File: src/rtl/ahb_pkg.sv
// Shared AHB-Lite encodings, the LSU bridge FSM state type and a byte-enable mask helper.
package ahb_pkg;

    typedef enum logic [1:0] {
        HTRANS_IDLE   = 2'b00,
        HTRANS_BUSY   = 2'b01,
        HTRANS_NONSEQ = 2'b10,
        HTRANS_SEQ    = 2'b11
    } htrans_e;

    typedef enum logic [2:0] {
        HSIZE_BYTE  = 3'd0,
        HSIZE_HALF  = 3'd1,
        HSIZE_WORD  = 3'd2,
        HSIZE_DWORD = 3'd3
    } hsize_e;

    typedef enum logic [2:0] {
        HBURST_SINGLE = 3'd0,
        HBURST_INCR   = 3'd1
    } hburst_e;

    typedef enum logic [1:0] {
        ST_IDLE = 2'd0,
        ST_DATA = 2'd1,
        ST_ERR  = 2'd2
    } lsu_state_e;

    // Expand up to 8 byte enables into a 64-bit bit mask; callers truncate to their width.
    function automatic logic [63:0] be_to_mask(input logic [7:0] be);
        logic [63:0] mask;
        for (int unsigned i = 0; i < 8; i++) begin
            mask[i*8 +: 8] = {8{be[i]}};
        end
        return mask;
    endfunction

endpackage

File: src/rtl/ahb_be_decode.sv
// Maps core byte enables to an AHB transfer size and low address offset.
module ahb_be_decode
    import ahb_pkg::*;
#(
    parameter int unsigned AHB_DATA_WIDTH = 32
) (
    input  logic [AHB_DATA_WIDTH/8-1:0]         be,
    output logic [2:0]                          hsize,
    output logic [$clog2(AHB_DATA_WIDTH/8)-1:0] offset
);

    localparam int unsigned NB = AHB_DATA_WIDTH / 8;
    localparam int unsigned OW = $clog2(NB);

    if (AHB_DATA_WIDTH != 32 && AHB_DATA_WIDTH != 64) begin : g_bad_width
        $error("ahb_be_decode: AHB_DATA_WIDTH must be 32 or 64");
    end

    // Anything not matching an aligned naturally-sized pattern falls back to full width at offset 0.
    always_comb begin
        hsize  = (NB == 8) ? HSIZE_DWORD : HSIZE_WORD;
        offset = '0;
        for (int unsigned i = 0; i < NB; i++) begin
            if (be == (NB'(1) << i)) begin
                hsize  = HSIZE_BYTE;
                offset = OW'(i);
            end
            if ((i % 2) == 0 && be == (NB'(3) << i)) begin
                hsize  = HSIZE_HALF;
                offset = OW'(i);
            end
            if ((i % 4) == 0 && be == (NB'(15) << i)) begin
                hsize  = HSIZE_WORD;
                offset = OW'(i);
            end
        end
    end

endmodule

File: src/rtl/lsu_ahb_bridge.sv
// Core load/store request port to single-transfer AHB-Lite master, one data phase pipelined.
module lsu_ahb_bridge
    import ahb_pkg::*;
#(
    parameter int unsigned AHB_ADDR_WIDTH = 32,
    parameter int unsigned AHB_DATA_WIDTH = 32,
    parameter logic [3:0]  HPROT_VAL      = 4'b0011
) (
    input  logic                        clk,
    input  logic                        rstn,
    input  logic                        req_i,
    input  logic                        we_i,
    input  logic [AHB_DATA_WIDTH/8-1:0] be_i,
    input  logic [AHB_ADDR_WIDTH-1:0]   addr_i,
    input  logic [AHB_DATA_WIDTH-1:0]   wdata_i,
    output logic                        gnt_o,
    output logic                        rvalid_o,
    output logic [AHB_DATA_WIDTH-1:0]   rdata_o,
    output logic                        err_o,
    output logic [AHB_ADDR_WIDTH-1:0]   haddr_o,
    output logic                        hwrite_o,
    output logic [2:0]                  hsize_o,
    output logic [2:0]                  hburst_o,
    output logic [3:0]                  hprot_o,
    output logic [1:0]                  htrans_o,
    output logic                        hmastlock_o,
    output logic [AHB_DATA_WIDTH-1:0]   hwdata_o,
    input  logic [AHB_DATA_WIDTH-1:0]   hrdata_i,
    input  logic                        hready_i,
    input  logic                        hresp_i
);

    localparam int unsigned OW = $clog2(AHB_DATA_WIDTH / 8);

    lsu_state_e                state;
    lsu_state_e                state_nxt;
    logic                      first_err;
    logic                      nonseq;
    logic [OW-1:0]             be_off;
    logic [AHB_DATA_WIDTH-1:0] wdata_masked;
    logic                      dp_we;
    logic [AHB_DATA_WIDTH-1:0] dp_wdata;

    ahb_be_decode #(
        .AHB_DATA_WIDTH(AHB_DATA_WIDTH)
    ) u_be_decode (
        .be    (be_i),
        .hsize (hsize_o),
        .offset(be_off)
    );

    // Address phase follows the held request fields directly.
    assign haddr_o      = {addr_i[AHB_ADDR_WIDTH-1:OW], be_off};
    assign hwrite_o     = we_i;
    assign hburst_o     = HBURST_SINGLE;
    assign hprot_o      = HPROT_VAL;
    assign hmastlock_o  = 1'b0;
    assign rdata_o      = hrdata_i;
    assign wdata_masked = wdata_i & AHB_DATA_WIDTH'(be_to_mask(8'(be_i)));
    assign hwdata_o     = (rstn && dp_we) ? dp_wdata : '0;

    // State register.
    always_ff @(posedge clk) begin
        if (!rstn) begin
            state <= ST_IDLE;
        end else begin
            state <= state_nxt;
        end
    end

    // Data-phase register, loaded when the address phase completes.
    always_ff @(posedge clk) begin
        if (!rstn) begin
            dp_we    <= 1'b0;
            dp_wdata <= '0;
        end else if (gnt_o) begin
            dp_we    <= we_i;
            dp_wdata <= we_i ? wdata_masked : '0;
        end
    end

    // Next state and handshake outputs; a pending request is cancelled across both error cycles.
    always_comb begin
        state_nxt = state;
        first_err = 1'b0;
        nonseq    = 1'b0;
        htrans_o  = HTRANS_IDLE;
        gnt_o     = 1'b0;
        rvalid_o  = 1'b0;
        err_o     = 1'b0;

        first_err = (state == ST_DATA) && hresp_i && !hready_i;
        nonseq    = rstn && req_i && (state != ST_ERR) && !first_err;
        htrans_o  = nonseq ? HTRANS_NONSEQ : HTRANS_IDLE;
        gnt_o     = nonseq && hready_i;
        rvalid_o  = rstn && (state != ST_IDLE) && hready_i;
        err_o     = rvalid_o && hresp_i;

        case (state)
            ST_IDLE: begin
                if (gnt_o) begin
                    state_nxt = ST_DATA;
                end
            end
            ST_DATA: begin
                if (first_err) begin
                    state_nxt = ST_ERR;
                end else if (hready_i) begin
                    state_nxt = gnt_o ? ST_DATA : ST_IDLE;
                end
            end
            ST_ERR: begin
                if (hready_i) begin
                    state_nxt = ST_IDLE;
                end
            end
            default: state_nxt = ST_IDLE;
        endcase
    end

endmodule

File: config.mk
export PLATFORM = sky130hd
export DESIGN_NAME = lsu_ahb_bridge
export DESIGN_NICKNAME = d
export VERILOG_FILES = /design/src/rtl/ahb_pkg.sv /design/src/rtl/ahb_be_decode.sv /design/src/rtl/lsu_ahb_bridge.sv
export SDC_FILE = /design/constraint.sdc
export NUM_CORES = 1
export LEC_CHECK = 0
export CELL_PAD_IN_SITES_DETAIL_PLACEMENT = 2
export CELL_PAD_IN_SITES_GLOBAL_PLACEMENT = 2
export CORE_MARGIN = 2
export CORE_UTILIZATION = 16
export CTS_BUF_LIST = sky130_fd_sc_hd__clkbuf_4
export CTS_CLUSTER_DIAMETER = 120
export DETAILED_ROUTE_END_ITERATION = 12
export GPL_ROUTABILITY_DRIVEN = 1
export GPL_TIMING_DRIVEN = 0
export PLACE_DENSITY = 0.94
export SKIP_CTS_REPAIR_TIMING = 1
export SYNTH_ARGS = -nofsm -noshare
export SYNTH_HDL_FRONTEND = slang
export SYNTH_SLANG_ARGS = --single-unit
File: constraint.sdc
create_clock -name clk -period 3.75 [get_ports clk]
set_input_delay 1.125 -clock clk [delete_from_list [all_inputs] [get_ports clk]]
set_output_delay 1.125 -clock clk [all_outputs]
set_load 0.02 [all_outputs]
==> summary.txt, run 1 <==
Status
  • Status: finished clean

Floorplanning
  • DIE HEIGHT: roughly 120 um
  • Initial core utilization: 16.2%
  • Core box area: 14400 sq um
  • Die width: 124 um
  • Io pins: 219
  • FP Rows: between 40 and 50
  • DIE AREA: 15500 sq um

Detailed routing
  • Final WL: ~9.3 mm
  • DR iter-0 viols: 36
  • DR pass1 iterations: 3
  • Routed Antenna Nets: 0
  • Via count: 2430
  • Vias per cell: about 3.8
  • Number of remaining DRC errors: 0
  • DR WL/cell: 14.7 um

Cells and area
  • Fin util: 29.2%
  • Layout cells sized above 1: 21.9%
  • Reg area: 701 sq um
  • Post-route cell area: about 4200 sq um
  • Area delta synth->final: 81.1%
  • Area of the multi-input gates: 983 sq um
  • NumNets Final: 553
  • Fillers: 1657
  • ANT cells: 0

Yosys
  • Synthesis warning total: 0
  • Synth cell types: 25
  • Most used DFF post-synth: dfxtp_1
  • Area leader, netlist: dfxtp_1
  • Mapped Cells: 288
  • Post-synthesis mux area share: 14.2%
  • FF+latch count, synth: 35
  • Synth top area cells: dfxtp_1 (30%), buf_4 (25%), mux2i_1 (14%)
  • Synth Area in Adders: 0%
  • Top post-synthesis cells by count: buf_4 (76), nand2_1 (65), and3_1 (37), dfxtp_1 (35), mux2i_1 (33)
  • Share of the synthesized area in the top cell type: 30.2%
  • Post-Syn Area: 2320 sq um
  • XOR/XNOR share of the synthesized area: 0.377%
  • Seq/Total Area, Yosys: between 30% and 40%
  • Fraction of registers with async set/reset: 0%
  • Largest family of logic cells by synthesized area: buffers and inverters
  • Post-synth EDFFs: 0
  • Synth Area in Simple Gates: about 25%
  • Most common cell in the netlist: buf_4
  • Syn avg cell area: 8.06 sq um
  • Compound-gate portion of the synthesized area: 1.24%

Placement
  • Area after DPL: 4020 sq um
  • GP Congestion: 0.651
  • DP HPWL: 7.72 mm
  • Setup WS pre-CTS: -0.613 ns
  • IO buf count: 144

STA
  • FMAX: 275 MHz
  • Final min period: ~3.6 ns
  • TNS Setup: 0 ns
  • Final slew viol count: 0
  • Final hold violations: 0
  • Part of the cycle the worst path needs: 97.1%
  • Final worst slack: roughly 0.11 ns
  • Clock Skews: 0.0225 ns
  • # setup viols final: 0
  • Unrepaired setup endpoints after global routing: false

Power
  • Peak VDD IR: 0.0732 mV
  • Pwr/cell area: approximately 220 nW/um^2
  • Total power: 915 uW
  • Pleak: ~0.0027 uW

Critical path
  • CP Data Arrival Time: 2.52 ns
  • Critical path's largest stage delay: 0.47 ns
  • Slowest library cell on the worst path: clkdlybuf4s50_1
  • Worst EP required: around 2.6 ns
  • Crit path launch type: input port
  • Crit end category: primary output
  • Setup CP Type: input port to primary output
  • Critical Path, Cell by Cell: clkdlybuf4s50_1 > buf_4 > clkbuf_4 > nand3_1 > nor2_1 > buf_4 > dlymetal6s2s_1
  • Critical path's most frequent cell: buf_4
  • CP Max Fanout: 10

Clocking
  • Maximum root-to-sink buffer count: 2
  • CTS tree: done
  • CTS Sinks: 35
  • Root Buffer: clkbuf_4
  • Clock Latency Late Sink: roughly 0.35 ns
  • # H-tree levels: 2
  • TritonCTS buffer count: 5
  • Clock transition at path regs: 0.09 ns

Global routing
  • First-pass GRT wire length: 14.2 mm
  • Largest net degree at the start of global routing: 11
  • Overflow after GRT: 0
  • GRT Total Usage: 11.4%
  • Antenna violations before repair: 0
  • Number of global-route vias before repair: about 2700

Worst hold path
  • Hold crit path type: flop to flop

Flow run
  • Max_cap viols: 0
[cell usage in the layout, fill, tap and decap left out, types with 2 or more instances in the layout]
cell type        instances
clkdlybuf4s50_1        104
nor2_1                   3
buf_2                    2
nor3_1                   2
nand2_1                 65
buf_1                    2
clkbuf_4                11
clkbuf_1                 5
mux2i_1                 33
and3_1                  37
conb_1                  10
nor3b_1                  2
dfxtp_1                 35
buf_4                   76
a21oi_1                  2
buf_6                    4
inv_1                    2
dlymetal6s2s_1          40
[cell families after synthesis]
kind of cell	Yosys count
simple gates	118
xor+xnor	1
flops	35
other cells	2
mux	33
buf+inv	95
compound gates	4
[routing by layer]
layer / wire [um] / vias up / track usage (%)
li1: - / 1166 / -
met1: 3450 / 1128 / 12.1
met5: 0 / - / 0
met3: 778 / 5 / 3.74
met2: 4960 / 131 / 22.1
met4: 73 / 0 / 2.18
[through the flow]
step	std cells	hold slack, ns
finish	632	0.462
global route	632	0.492
CTS	632	0.470
detailed placement	624	0.451
global placement	624	0.440
floorplan	296	0.434
[where the power goes]
part	leakage, uW	internal (uW)	switching [uW]	total, uW
Combinational	0.00235	174	138	312
Sequential	0.000283	377	3.74	381
Clock	0.0000361	87.6	135	222
[sequential cells by signal, indices dropped and copies added (netlist names)]
name / flops
dp_we: 1
state: 2
dp_wdata: 32
[path summary, 6_finish.rpt]
path | startpoint | end | slack, ns | cells after the start
worst max-delay path | rstn | htrans_o[1] | 0.11 | 7
worst min-delay path | dp_wdata[13] | dp_wdata[13] | 0.46 | 2
worst max register to register | state[0] | dp_wdata[10] | 2.42 | 5
worst min register to register | dp_wdata[13] | dp_wdata[13] | 0.46 | 2
[critical path: cells and delay by family]
family | cells | cell delay [ns]
buffers and inverters | 5 | 1.21
AND/OR/NAND/NOR | 2 | 0.19
[area by class of cell]
cell class                 instances  area share, %
timing repair buffer             144           36.7
multi-input combinational        166           23.4
clock buffer                       7           1.25
sequential                        35           16.7
inverter                           2          0.179
clock inverter                     1          0.119
buffer                            93           16.2
tap                              184           5.48
Note: power is estimated with default switching activity, not from simulation.
==> run 2, diff against run 1 <==
- PLACE_DENSITY: 0.94 -> 0.95
==> run 2 against run 1 <==
The run now ends with setup timing left; setup slack worse by 0.32 ns; core utilization is 0.19 points lower; wire length is 2.0% higher; non-clock buffer count stayed put; sequential power hardly changed; clock power is 2% lower; critical endpoint is now hwdata_o[27]; largest power group unchanged; highest routed layer unchanged.
==> summary.txt, run 2 (synthesis gave the netlist of run 1 again) <==
Clocking
  • Clock Latency Late Sink: 0.36 ns (about the same)
  • CTS tree: done
  • TritonCTS buffer count: 5 (unchanged)
  • CTS Sinks: 35 (unchanged)
  • # H-tree levels: 2 (unchanged)
  • Clock transition at path regs: 0.11 ns (+0.02 ns)
  • Root Buffer: clkbuf_4
  • Maximum root-to-sink buffer count: 2 (unchanged)

Critical path
  • Worst path buffer plus inverter count: 4 (-1)
  • Critical path's most frequent cell: clkdlybuf4s50_1
  • Critical Path, Cell by Cell: clkdlybuf4s50_1 > buf_4 > clkbuf_4 > and3_1 > clkdlybuf4s50_1
  • Slowest library cell on the worst path: clkdlybuf4s50_1
  • Crit path launch type: input port
  • CP Max Fanout: 10 (unchanged)
  • CP Data Arrival Time: 2.83 ns (+0.31 ns)
  • Critical path's largest stage delay: 0.61 ns (+0.14 ns)
  • Worst EP required: 2.62 ns (about the same)
  • Setup CP Type: input port to primary output
  • Crit end category: primary output
  • CP top delay family: buffers and inverters
  • Critical Path Stages: 5 (-2)
  • Reg2reg path depth: 5 (unchanged)

Cells and area
  • Area of the multi-input gates: 976 sq um (-0.76%)
  • Area delta synth->final: 79.9%
  • Fillers: 1624 (-2.0%)
  • Reg area: 701 sq um (unchanged)
  • Largest reg by FF count: dp_wdata
  • Layout cells sized above 1: 21.2% (-0.67 points)
  • Commonest non-fill, non-tap cell in the layout: clkdlybuf4s50_1
  • Post-route cell area: 4180 sq um (-0.66%)
  • Max reg flops: 32 (unchanged)
  • Fin util: 29.1% (-0.19 points)
  • NumNets Final: 553 (unchanged)
  • Biggest regs: dp_wdata x32, state x2, dp_we x1
  • Post-route insts no fill: 632 (unchanged)
  • Most frequent cells in the layout: clkdlybuf4s50_1 (107), buf_4 (77), nand2_1 (65), and3_1 (37), dlymetal6s2s_1 (36)
  • ANT cells: 0 (unchanged)

STA
  • Final worst slack: -0.208 ns (-0.315 ns)
  • Final min period: 3.96 ns (+0.315 ns)
  • Worst-Margin Slew: 0.510 ns
  • Unrepaired setup endpoints after global routing: true
  • Slew HR: about two thirds
  • Part of the cycle the worst path needs: 106% (+8.4 points)
  • Final hold violations: 0 (unchanged)
  • # setup viols final: 4 (+4)
  • Final slew viol count: 0 (unchanged)
  • Clock Skews: 0.0197 ns (-0.00278 ns)
  • FMAX: 253 MHz (-8.0%)

Floorplanning
  • FP Rows: 44 (unchanged)
  • Initial core utilization: 16.2% (unchanged)
  • Core box area: 14400 sq um (unchanged)
  • DIE AREA: 15500 sq um (unchanged)
  • DIE HEIGHT: 124 um (unchanged)
  • Io pins: 219 (unchanged)
  • Die width: 124 um (unchanged)

Detailed routing
  • Vias per cell: 3.91 (+1.8%)
  • DR pass1 iterations: 4 (+1)
  • DR WL/cell: 15.0 um (+2.0%)
  • Routed Antenna Nets: 0 (unchanged)
  • DR iter-0 viols: 44 (+22%)
  • Final WL: 9.45 mm (+2.0%)
  • Via count: 2474 (+1.8%)
  • Number of remaining DRC errors: 0 (unchanged)

Flow run
  • Max_cap viols: 0 (unchanged)

Global routing
  • First-pass GRT wire length: 14.2 mm (-0.20%)
  • GR peak layer: met2
  • Antenna violations before repair: 0 (unchanged)
  • Met1 usage: 11.8% (-0.33 points)
  • GRT Total Usage: 11.6% (+0.12 points)
  • M2 GR Usage: 22.7% (+0.61 points)
  • Largest net degree at the start of global routing: 11 (unchanged)
  • Met3 usage: 3.69% (-0.043 points)
  • Number of global-route vias before repair: 2652 (-2.5%)
  • Overflow after GRT: 0 (unchanged)

Status
  • Status: complete, but fails checks
  • Violated checks: setup timing

Power
  • Pwr/cell area: 218 nW/um^2 (+0.18%)
  • Peak VDD IR: 0.0704 mV (-3.8%)
  • Pleak: 0.00258 uW (-3.2%)

Placement
  • IO buf count: 144 (unchanged)
  • Cell total after placement: 624 (unchanged)
  • DP HPWL: 7.88 mm (+2.0%)
  • GP Congestion: 0.658 (+0.98%)
  • Area after DPL: 4020 sq um (unchanged)
  • Setup WS pre-CTS: -0.602 ns (+0.0115 ns)

Worst hold path
  • Hold crit path type: flop to flop
  • Hold Path Cell Cnt: 2 (unchanged)
==> run 2: layer usage <==
metal,vias up,wire length [um]
met5,-,0
met1,1170,3550
met4,0,110
met2,130,5050
li1,1165,-
met3,9,736
==> run 2: worst paths after layout <==
check,start,to,slack (ns)
worst max-delay path,rstn,hwdata_o[27],-0.21
worst min-delay path,dp_wdata[11],dp_wdata[11],0.46
worst max register to register,state[0],dp_wdata[9],2.39
worst min register to register,dp_wdata[11],dp_wdata[11],0.46
==> run 2: power breakdown <==
part	leakage (uW)	switching, uW	internal, uW
combinational	0.00227	138	173
clock	0.0000307	141	76.9
sequential	0.000283	3.69	377
==> run 2: stage by stage <==
stage / TNS [ns] / total power [uW] / hold slack [ns]
finish: -0.728 / 911 / 0.463
global route: -1.01 / 965 / 0.496
CTS: -13.57 / 930 / 0.468
detailed placement: -13.44 / 704 / 0.452
global placement: -10.62 / 694 / 0.440
floorplan: 0 / 556 / 0.434
==> run 2: worst register-to-register path: cells and delay by family, from the launching register on <==
| kind | cells | cell delay (ns) |
|---|---|---|
| mux | 1 | 0.24 |
| buf+inv | 2 | 0.35 |
| flops | 1 | 0.36 |
| simple gates | 2 | 0.31 |
==> run 2: cell type report <==
type | count | area share [%]
inverter | 2 | 0.180
clock inverter | 2 | 0.180
timing repair buffer | 144 | 36.6
multi-input combinational | 166 | 23.4
buffer | 93 | 16.3
sequential | 35 | 16.8
tap | 184 | 5.51
clock buffer | 6 | 1.08
==> run 3, diff against run 2 <==
- CORE_ASPECT_RATIO: not set -> 0.8
==> run 3 against run 2 <==
The flow now finishes without violations; combinational power barely moved; sequential share of layout area fell by 0.070 points; design area up 0.42%; global-route usage grew 0.069 points; sequential power about the same; worst hold slack gained 0.0048 ns; via count grew 0.40%; largest power group unchanged.
==> summary.txt, run 3 (synthesis gave the netlist of run 1 again) <==
Status
  • Status: finished clean

Critical path
  • Crit end category: primary output
  • Critical Path Stages: 7 (+2)
  • Critical Path Start: rstn
  • R2R Setup Slk: 2.42 ns (+0.03 ns)
  • Worst path buffer plus inverter count: 6 (+2)
  • Reg2reg path depth: 5 (unchanged)
  • CP Data Arrival Time: 2.53 ns (-0.30 ns)
  • Crit path capture: gnt_o
  • Setup CP Type: input port to primary output
  • Worst EP required: 2.62 ns (about the same)
  • Critical path's largest stage delay: 0.48 ns (-0.13 ns)
  • Critical Path, Cell by Cell: clkdlybuf4s50_1 > buf_4 > nand4_1 > buf_6 > buf_6 > inv_1 > dlymetal6s2s_1
  • Critical path's most frequent cell: buf_6
  • CP Max Fanout: 10 (unchanged)
  • FF-to-FF Start: state[0]
  • Slowest library cell on the worst path: clkdlybuf4s50_1
  • CP top delay family: buffers and inverters
  • Crit path launch type: input port
  • Worst reg2reg path endpoint: dp_wdata[30]

Power
  • Pleak: 0.00265 uW (+2.8%)
  • Peak VDD IR: 0.0809 mV (+15%)
  • Pwr/cell area: 212 nW/um^2 (-2.6%)
  • Sw Share: 30.7% (-0.44 points)
  • Flop pwr share: 42.8% (+1.0 points)
  • Combinational Power Share: 35.3% (+1.0 points)
  • Clk pwr share: 21.9% (-2.0 points)
  • Pint: 617 uW (-1.6%)
  • Switching power: 273 uW (-3.6%)

STA
  • Unrepaired setup endpoints after global routing: false
  • Slew HR: 61.1% (-4.8 points)
  • Hold WS: 0.468 ns (+0.00483 ns)
  • Clock Skews: 0.0110 ns (-0.00873 ns)
  • FMAX: 274 MHz (+8.4%)
  • Part of the cycle the worst path needs: 97.4% (-8.2 points)
  • Final slew viol count: 0 (unchanged)
  • Final min period: 3.65 ns (-0.306 ns)
  • # setup viols final: 0 (-4)
  • Final hold violations: 0 (unchanged)
  • Worst-Margin Slew: 0.583 ns (+0.0726 ns)

Clocking
  • Clock Latency Late Sink: 0.34 ns (-0.02 ns)
  • Root Buffer: clkbuf_4
  • TritonCTS buffer count: 5 (unchanged)
  • # H-tree levels: 2 (unchanged)
  • CTS Sinks: 35 (unchanged)
  • Maximum root-to-sink buffer count: 2 (unchanged)
  • CTS tree: done
  • Clock transition at path regs: 0.11 ns (about the same)

Placement
  • GP Congestion: 0.729 (+11%)
  • Area after DPL: 4020 sq um (unchanged)
  • DP HPWL: 8.03 mm (+1.9%)
  • IO buf count: 144 (unchanged)

Global routing
  • Largest net degree at the start of global routing: 11 (unchanged)
  • GRT Total Usage: 11.6% (+0.069 points)
  • First-pass GRT wire length: 14.4 mm (+1.3%)
  • Overflow after GRT: 0 (unchanged)
  • Number of global-route vias before repair: 2751 (+3.7%)
  • Antenna violations before repair: 1 (+1)

Cells and area
  • Commonest non-fill, non-tap cell in the layout: clkdlybuf4s50_1
  • NumNets Final: 553 (unchanged)
  • Most frequent cells in the layout: clkdlybuf4s50_1 (104), buf_4 (77), nand2_1 (65), dlymetal6s2s_1 (40), and3_1 (37)
  • Largest reg by FF count: dp_wdata
  • Max reg flops: 32 (unchanged)
  • Post-route cell area: 4190 sq um (+0.42%)
  • Area delta synth->final: 80.6%
  • Biggest regs: dp_wdata x32, state x2, dp_we x1
  • Layout cells sized above 1: 21.5% (+0.32 points)
  • Fin util: 29.4% (+0.37 points)
  • Fillers: 1611 (-0.80%)

Floorplanning
  • Io pins: 219 (unchanged)
  • Core box area: 14200 sq um (-0.84%)
  • FP Rows: 39 (-11%)
  • DIE HEIGHT: 112 um (-10%)
  • Initial core utilization: 16.3% (+0.14 points)
  • DIE AREA: 15500 sq um (about the same)
  • Die width: 139 um (+11%)

Worst hold path
  • Hold crit path type: flop to flop
  • Hold path start: dp_wdata[9]

Detailed routing
  • Vias per cell: 3.94 (+0.56%)
  • Via count: 2484 (+0.40%)
  • Number of remaining DRC errors: 0 (unchanged)
  • Final WL: 9.72 mm (+2.9%)
  • DR pass1 iterations: 4 (unchanged)
  • DR WL/cell: 15.4 um (+3.0%)
  • DR iter-0 viols: 37 (-16%)
  • Routed Antenna Nets: 0 (unchanged)

Flow run
  • Max_cap viols: 0 (unchanged)
## run 3: changes by cell type in the layout (fill, tap and decap cells not counted)
cell             change
clkdlybuf4s50_1      -3
nor3_2               +1
buf_2                -1
nor2_2               +1
clkinvlp_4           +1
nor3_1               -1
clkinv_1             -2
diode_2              +1
nor2_1               -1
dlymetal6s2s_1       +4
clkbuf_4             -1
## run 3: worst min path at each step
stage | to | slack (ns) | depth (start not counted)
2_1_floorplan | dp_wdata[0] | 0.43 | 2
3_3_place_gp | dp_wdata[25] | 0.44 | 2
3_5_place_dp | dp_wdata[31] | 0.46 | 2
4_1_cts | dp_wdata[31] | 0.48 | 2
5_1_grt | dp_wdata[19] | 0.49 | 2
6_report | dp_wdata[9] | 0.47 | 2
## run 3: per-stage QoR
stage | cells | TNS [ns] | power (uW) | setup slack [ns]
after floorplan | 296 | 0 | 556 | 0.697
after global placement | 624 | -11.48 | 694 | -0.580
after detailed placement | 624 | -13.37 | 705 | -0.654
after CTS | 630 | -13.62 | 910 | -0.660
after global routing | 631 | 0 | 942 | 0.00505
final | 631 | 0 | 890 | 0.0986
## run 3: layout make-up
cell class	count	area (sq um)	share of cell area, %
Inverter	2	7.51	0.179
Multi-Input combinational cell	166	983	23.5
Clock inverter	1	7.51	0.179
Buffer	93	682	16.3
Clock buffer	5	37.5	0.895
Tap cell	184	230	5.49
Timing Repair Buffer	144	1540	36.8
Sequential cell	35	701	16.7
Antenna cell	1	2.50	0.0597
## run 3: power groups by stage
stage          clock, uW  combinational, uW  sequential (uW)
2_1_floorplan          0                168              388
3_3_place_gp           0                306              389
3_5_place_dp           0                316              389
4_1_cts              212                317              381
5_1_grt              226                334              382
6_report             195                314              381
## run 3: worst register-to-register path: stages (launching register included)
cell	delay, ns
dfxtp_1	0.35
nand2b_2	0.21
nand4_1	0.12
buf_6	0.16
buf_6	0.20
mux2i_1	0.22
## run 3: layer usage
layer,vias up,global-route usage [%],wire length [um]
met1,1201,11.4,3440
met2,100,23.8,5510
met3,14,2.88,560
met4,0,3.64,205
li1,1169,-,-
met5,-,0,0
